===== config.mk =====
export PLATFORM = sky130hd
export DESIGN_NAME = databus_uart_tx
export DESIGN_NICKNAME = d
export VERILOG_FILES = /design/src/rtl/databus_uart_tx.sv
export SDC_FILE = /design/constraint.sdc
export NUM_CORES = 1
export LEC_CHECK = 0
export CAP_MARGIN = 0
export CORE_MARGIN = 4
export CORE_UTILIZATION = 55
export CTS_CLUSTER_SIZE = 25
export DETAILED_ROUTE_END_ITERATION = 8
export PLACE_DENSITY = 0.82
export SLEW_MARGIN = 25
export SYNTH_ARGS = -nofsm -noshare
export SYNTH_HDL_FRONTEND = slang
export SYNTH_SLANG_ARGS = --single-unit

===== constraint.sdc =====
create_clock -name clock -period 13.27 [get_ports clock]
set_input_delay 2.654 -clock clock [delete_from_list [all_inputs] [get_ports clock]]
set_output_delay 2.654 -clock clock [all_outputs]
set_load 0.03 [all_outputs]

===== src/rtl/databus_uart_tx.sv =====
// databus_uart_tx: captures CPU store words into a FIFO and serializes each
// word onto a UART TX line as eight 8N1 frames, least significant byte first.
// Handshake: a word is taken from databus on any rising edge with write=1
// unless the FIFO is full and no pop happens on that same edge, in which case
// it is dropped and overflow latches. There is no backpressure to the CPU.
module databus_uart_tx #(
  parameter int DEPTH        = 8,
  parameter int CLKS_PER_BIT = 16
) (
  input  logic                     clock,
  input  logic                     reset,
  input  logic                     write,
  input  logic [63:0]              databus,
  output logic                     tx,
  output logic                     busy,
  output logic                     full,
  output logic                     empty,
  output logic [$clog2(DEPTH):0]   count,
  output logic                     overflow
);

  localparam int AW = $clog2(DEPTH);
  localparam int CW = AW + 1;
  localparam int BW = (CLKS_PER_BIT > 1) ? $clog2(CLKS_PER_BIT) : 1;

  typedef enum logic [1:0] {IDLE, START, DATA, STOP} state_t;

  // FSM state is kept as a named signal so checkers can bind to it.
  state_t        state;
  logic [63:0]   mem [DEPTH];
  logic [AW-1:0] wr_ptr;
  logic [AW-1:0] rd_ptr;
  logic [BW-1:0] bit_cnt;
  logic [2:0]    bit_idx;
  logic [2:0]    byte_idx;
  logic [63:0]   shreg;
  logic          bit_done;
  logic          ready_load;
  logic          pop;
  logic          push;
  logic [CW-1:0] count_next;

  assign bit_done   = (bit_cnt == BW'(CLKS_PER_BIT - 1));
  // The transmitter can take a new word while idle, or on the very edge that
  // ends the last stop bit of a word, which gives gap-free back-to-back words.
  assign ready_load = (state == IDLE) ||
                      ((state == STOP) && bit_done && (byte_idx == 3'd7));
  assign pop        = !empty && ready_load;
  // A pop on the same edge frees a slot, so a full FIFO can still accept.
  assign push       = write && (!full || pop);

  // Next occupancy from the push/pop pair of this edge.
  always_comb begin
    count_next = count;
    case ({push, pop})
      2'b10:   count_next = count + CW'(1);
      2'b01:   count_next = count - CW'(1);
      default: count_next = count;
    endcase
  end

  // FIFO storage; contents need no reset because count gates every read.
  always_ff @(posedge clock) begin
    if (push) mem[wr_ptr] <= databus;
  end

  // Pointers, occupancy, registered flags and the sticky overflow bit.
  always_ff @(posedge clock or negedge reset) begin
    if (!reset) begin
      wr_ptr   <= '0;
      rd_ptr   <= '0;
      count    <= '0;
      full     <= 1'b0;
      empty    <= 1'b1;
      overflow <= 1'b0;
    end else begin
      if (push) wr_ptr <= wr_ptr + AW'(1);
      if (pop)  rd_ptr <= rd_ptr + AW'(1);
      count <= count_next;
      full  <= (count_next == CW'(DEPTH));
      empty <= (count_next == '0);
      if (write && !push) overflow <= 1'b1;
    end
  end

  // Transmitter FSM with registered tx/busy; shreg shifts right once per data
  // bit so the current bit is always shreg[0] and the next byte lands in [7:0].
  always_ff @(posedge clock or negedge reset) begin
    if (!reset) begin
      state    <= IDLE;
      tx       <= 1'b1;
      busy     <= 1'b0;
      bit_cnt  <= '0;
      bit_idx  <= '0;
      byte_idx <= '0;
      shreg    <= '0;
    end else begin
      case (state)
        IDLE: begin
          tx   <= 1'b1;
          busy <= 1'b0;
          if (pop) begin
            shreg    <= mem[rd_ptr];
            byte_idx <= '0;
            bit_cnt  <= '0;
            tx       <= 1'b0;
            busy     <= 1'b1;
            state    <= START;
          end
        end
        START: begin
          if (bit_done) begin
            bit_cnt <= '0;
            bit_idx <= '0;
            tx      <= shreg[0];
            state   <= DATA;
          end else begin
            bit_cnt <= bit_cnt + BW'(1);
          end
        end
        DATA: begin
          if (bit_done) begin
            bit_cnt <= '0;
            shreg   <= shreg >> 1;
            if (bit_idx == 3'd7) begin
              tx    <= 1'b1;
              state <= STOP;
            end else begin
              bit_idx <= bit_idx + 3'd1;
              tx      <= shreg[1];
            end
          end else begin
            bit_cnt <= bit_cnt + BW'(1);
          end
        end
        STOP: begin
          if (bit_done) begin
            bit_cnt <= '0;
            if (byte_idx != 3'd7) begin
              byte_idx <= byte_idx + 3'd1;
              tx       <= 1'b0;
              state    <= START;
            end else if (pop) begin
              shreg    <= mem[rd_ptr];
              byte_idx <= '0;
              tx       <= 1'b0;
              state    <= START;
            end else begin
              tx    <= 1'b1;
              busy  <= 1'b0;
              state <= IDLE;
            end
          end else begin
            bit_cnt <= bit_cnt + BW'(1);
          end
        end
        default: begin
          tx    <= 1'b1;
          busy  <= 1'b0;
          state <= IDLE;
        end
      endcase
    end
  end

endmodule


==> out/metrics.cfg <==
[clocking]
cts_resized = 0
cts.path.max_buffers = 3
cts_tree = done
cts.sink_count = 603
clock_latency_ns = 0.61
cts-root-buf = clkbuf_16
clkTransAtPathRegs_ns = 0.06
cts_made_buffers = 57
post_cts_buffers = 0
cts_max_level = 2
ctsHoldBuffers = 0

[floorplan]
start_util_pct = 55.6
core.rowCount = 76
io_pins = 76
die_x_um = 217
core_um2 = 43100
dieArea_um2 = 46900
dieHeight_um = 217

[timing]
finalCriticalPeriod_ns = 4.86
hold_viol = 0
whs_ns = 0.475
tightest_slew_ns = 0.905
finalMaxSlewViolations = 0
finalCritPeriodShare_pct = 36.6
timing.fmax_mhz = 206
rsz0062_at_grt = no
clock_skew_ns = 0.0205
fin_setup_tns_ns = 0
setup_viol = 0
relSlewSlack_pct = 39.5

[grt]
grt_pass1_vias = 12600
grt_usage_pct = 20.2
grt_pass1_wl_um = 73200
antenna_found_initial = 1
grt-ovfl-total = 0
grt_max_degree = 76

[setup_path]
crit_top_cell = ha_1
cp_top_family = compound AO/OA/AOI/OAI gates
timing.critical_path.buf_inv = 1
path_max_fanout = 8
max_stage_delay_ns = 0.49
cp_cell_sequence = clkdlybuf4s50_1 -> a21boi_1 -> nand2_2 -> ha_1 -> xor2_1 -> ha_1 -> mux2_2 -> a2111o_1 -> a211oi_1
crit_required_ns = 13.78
cp_slowest_cell = clkdlybuf4s50_1
cp-start-kind = input port
worstPathArrival_ns = 5.37
crit_type = in -> reg
crit_path_end_kind = flop

[place]
numPortBuffers = 75
gp_congestion = 0.726
dp_hpwl_um = 22900
dp_cells = 1866

[power]
ir_drop_mv = 0.240
pwr_density_cell_nw_per_um2 = 224
p_leak_nw = 9.07

[route]
totalWireLength_um = 46600
vias_per_cell = 6.06
wl_per_cell_um = 23.6
firstDrtPassIters = 8
ant_nets = 0
drc = 0
drt_iter0_markers = 956
routed-via-count = 12000

[logic_synthesis]
yosysSeqAreaShare_pct = 73.8
syn_avg_cell_area_um2 = 19.1
synth.most_common_cell = edfxtp_1
syn_area_um2 = 23900
yosys.area.top_type_share_pct = 64.2
syn_nets = 1339
synth.top_cells.by_count = 512 x edfxtp_1, 128 x mux4_2, 89 x dfrtp_1
ys_seq_elements = 603
synth-warning-count = 0
synth_edf_count = 512
async_reset_ff_share_pct = 15.1
synth.area.top_cells = edfxtp_1 64%, mux4_2 12%, dfrtp_1 9.3%, mux2_2 3.1%, o211ai_1 1.7%
synth_cell_types = 57
synth.largest_area_cell = edfxtp_1
synth_flop_cell = edfxtp_1
synth_cells = 1256

[layout]
final_cells = 1975
final_nets = 1423
fillCellCount = 2797
drive_above_1_share_pct = 22.8
area_growth_pct = 14.1

[worst_hold_path]
hp-class = reg -> reg

[run_status]
status = finished clean

[run]
maxCapViolations = 0

-- area by class of cell --
class | instances | area [um^2] | area share [%]
inverters | 69 | 259 | 0.949
clock buffers | 69 | 1510 | 5.54
diodes | 1 | 2.50 | 0.00917
clock inverters | 39 | 508 | 1.86
repair buffers | 94 | 936 | 3.43
well taps | 585 | 732 | 2.68
multi-input cells | 515 | 5690 | 20.8
flip-flops and latches | 603 | 17700 | 64.7
-- stage by stage --
| step | power, W | worst slack [ns] | cell area (um^2) | utilization (%) |
|---|---|---|---|---|
| 2_1_floorplan | 0.00400 | 2.93 | 23900 | - |
| 3_3_place_gp | 0.00435 | 7.89 | 25200 | 58.6 |
| 3_5_place_dp | 0.00443 | 7.85 | 25200 | 58.6 |
| 4_1_cts | 0.00618 | 8.47 | 27300 | 63.3 |
| 5_1_grt | 0.00641 | 8.30 | 27300 | 63.4 |
| 6_report | 0.00613 | 8.41 | 27300 | 63.4 |
-- sequential cells by signal (all words and copies together) (netlist names) --
signal	cells
rd_ptr	3
bit_cnt	4
overflow	1
empty	1
count	4
bit_idx	3
shreg	64
state	2
mem	512
busy	1
byte_idx	3
wr_ptr	3
full	1
tx	1
-- cells in the final DEF (no fill, tap or decap), types with 8 or more instances in the layout --
cell               n
mux2_2            65
buf_4              8
buf_6             12
edfxtp_1         512
dfrtp_1           86
bufinv_16         12
clkinv_1          16
clkbuf_16         57
nand2_1           78
mux4_2           128
inv_1             69
o221ai_1          10
o21ai_0           12
o211ai_1          54
ha_1              16
clkbuf_1           8
nand3_1           69
clkdlybuf4s50_1   74
-- final timing paths --
| path | to | from | cells after the start | slack [ns] |
|---|---|---|---|---|
| max | empty | write | 9 | 8.41 |
| min | overflow | overflow | 1 | 0.48 |
| max reg2reg | empty | bit_cnt[0] | 10 | 9.75 |
| min reg2reg | overflow | overflow | 1 | 0.48 |
| max in group asynchronous | rd_ptr[0] | reset | 2 | 10.03 |
| min in group asynchronous | bit_idx[2] | reset | 1 | 2.07 |
-- power by group --
group / internal, W / total, W / switching [W] / leakage, nW
Clock: 0.00104 / 0.00173 / 0.000683 / 0.981
Sequential: 0.00245 / 0.00263 / 0.000172 / 5.78
Combinational: 0.000810 / 0.00178 / 0.000965 / 2.30
-- kinds of logic (layout without fill, tap and decap cells) --
group	after synthesis	after routing	share of synthesized area, %
muxes	196	196	15.2
buffers and inverters	138	271	2.70
AOI/OAI and AO/OA	110	110	3.41
and+or+nand+nor	185	185	3.75
other	0	1	0
DFF	603	603	73.8
xor gates and xnor gates	8	8	0.293
adders and majority gates	16	16	0.836
-- routing by layer --
layer  vias to the layer above  wire length, um  global-route usage, %
met5                         -                0                      0
met4                         0             1060                   6.27
met3                        83             3300                   3.44
met2                       462            23800                   33.7
met1                      6240            18500                   27.9
li1                       5183                -                      -
Power figures use the tool's default switching activity.
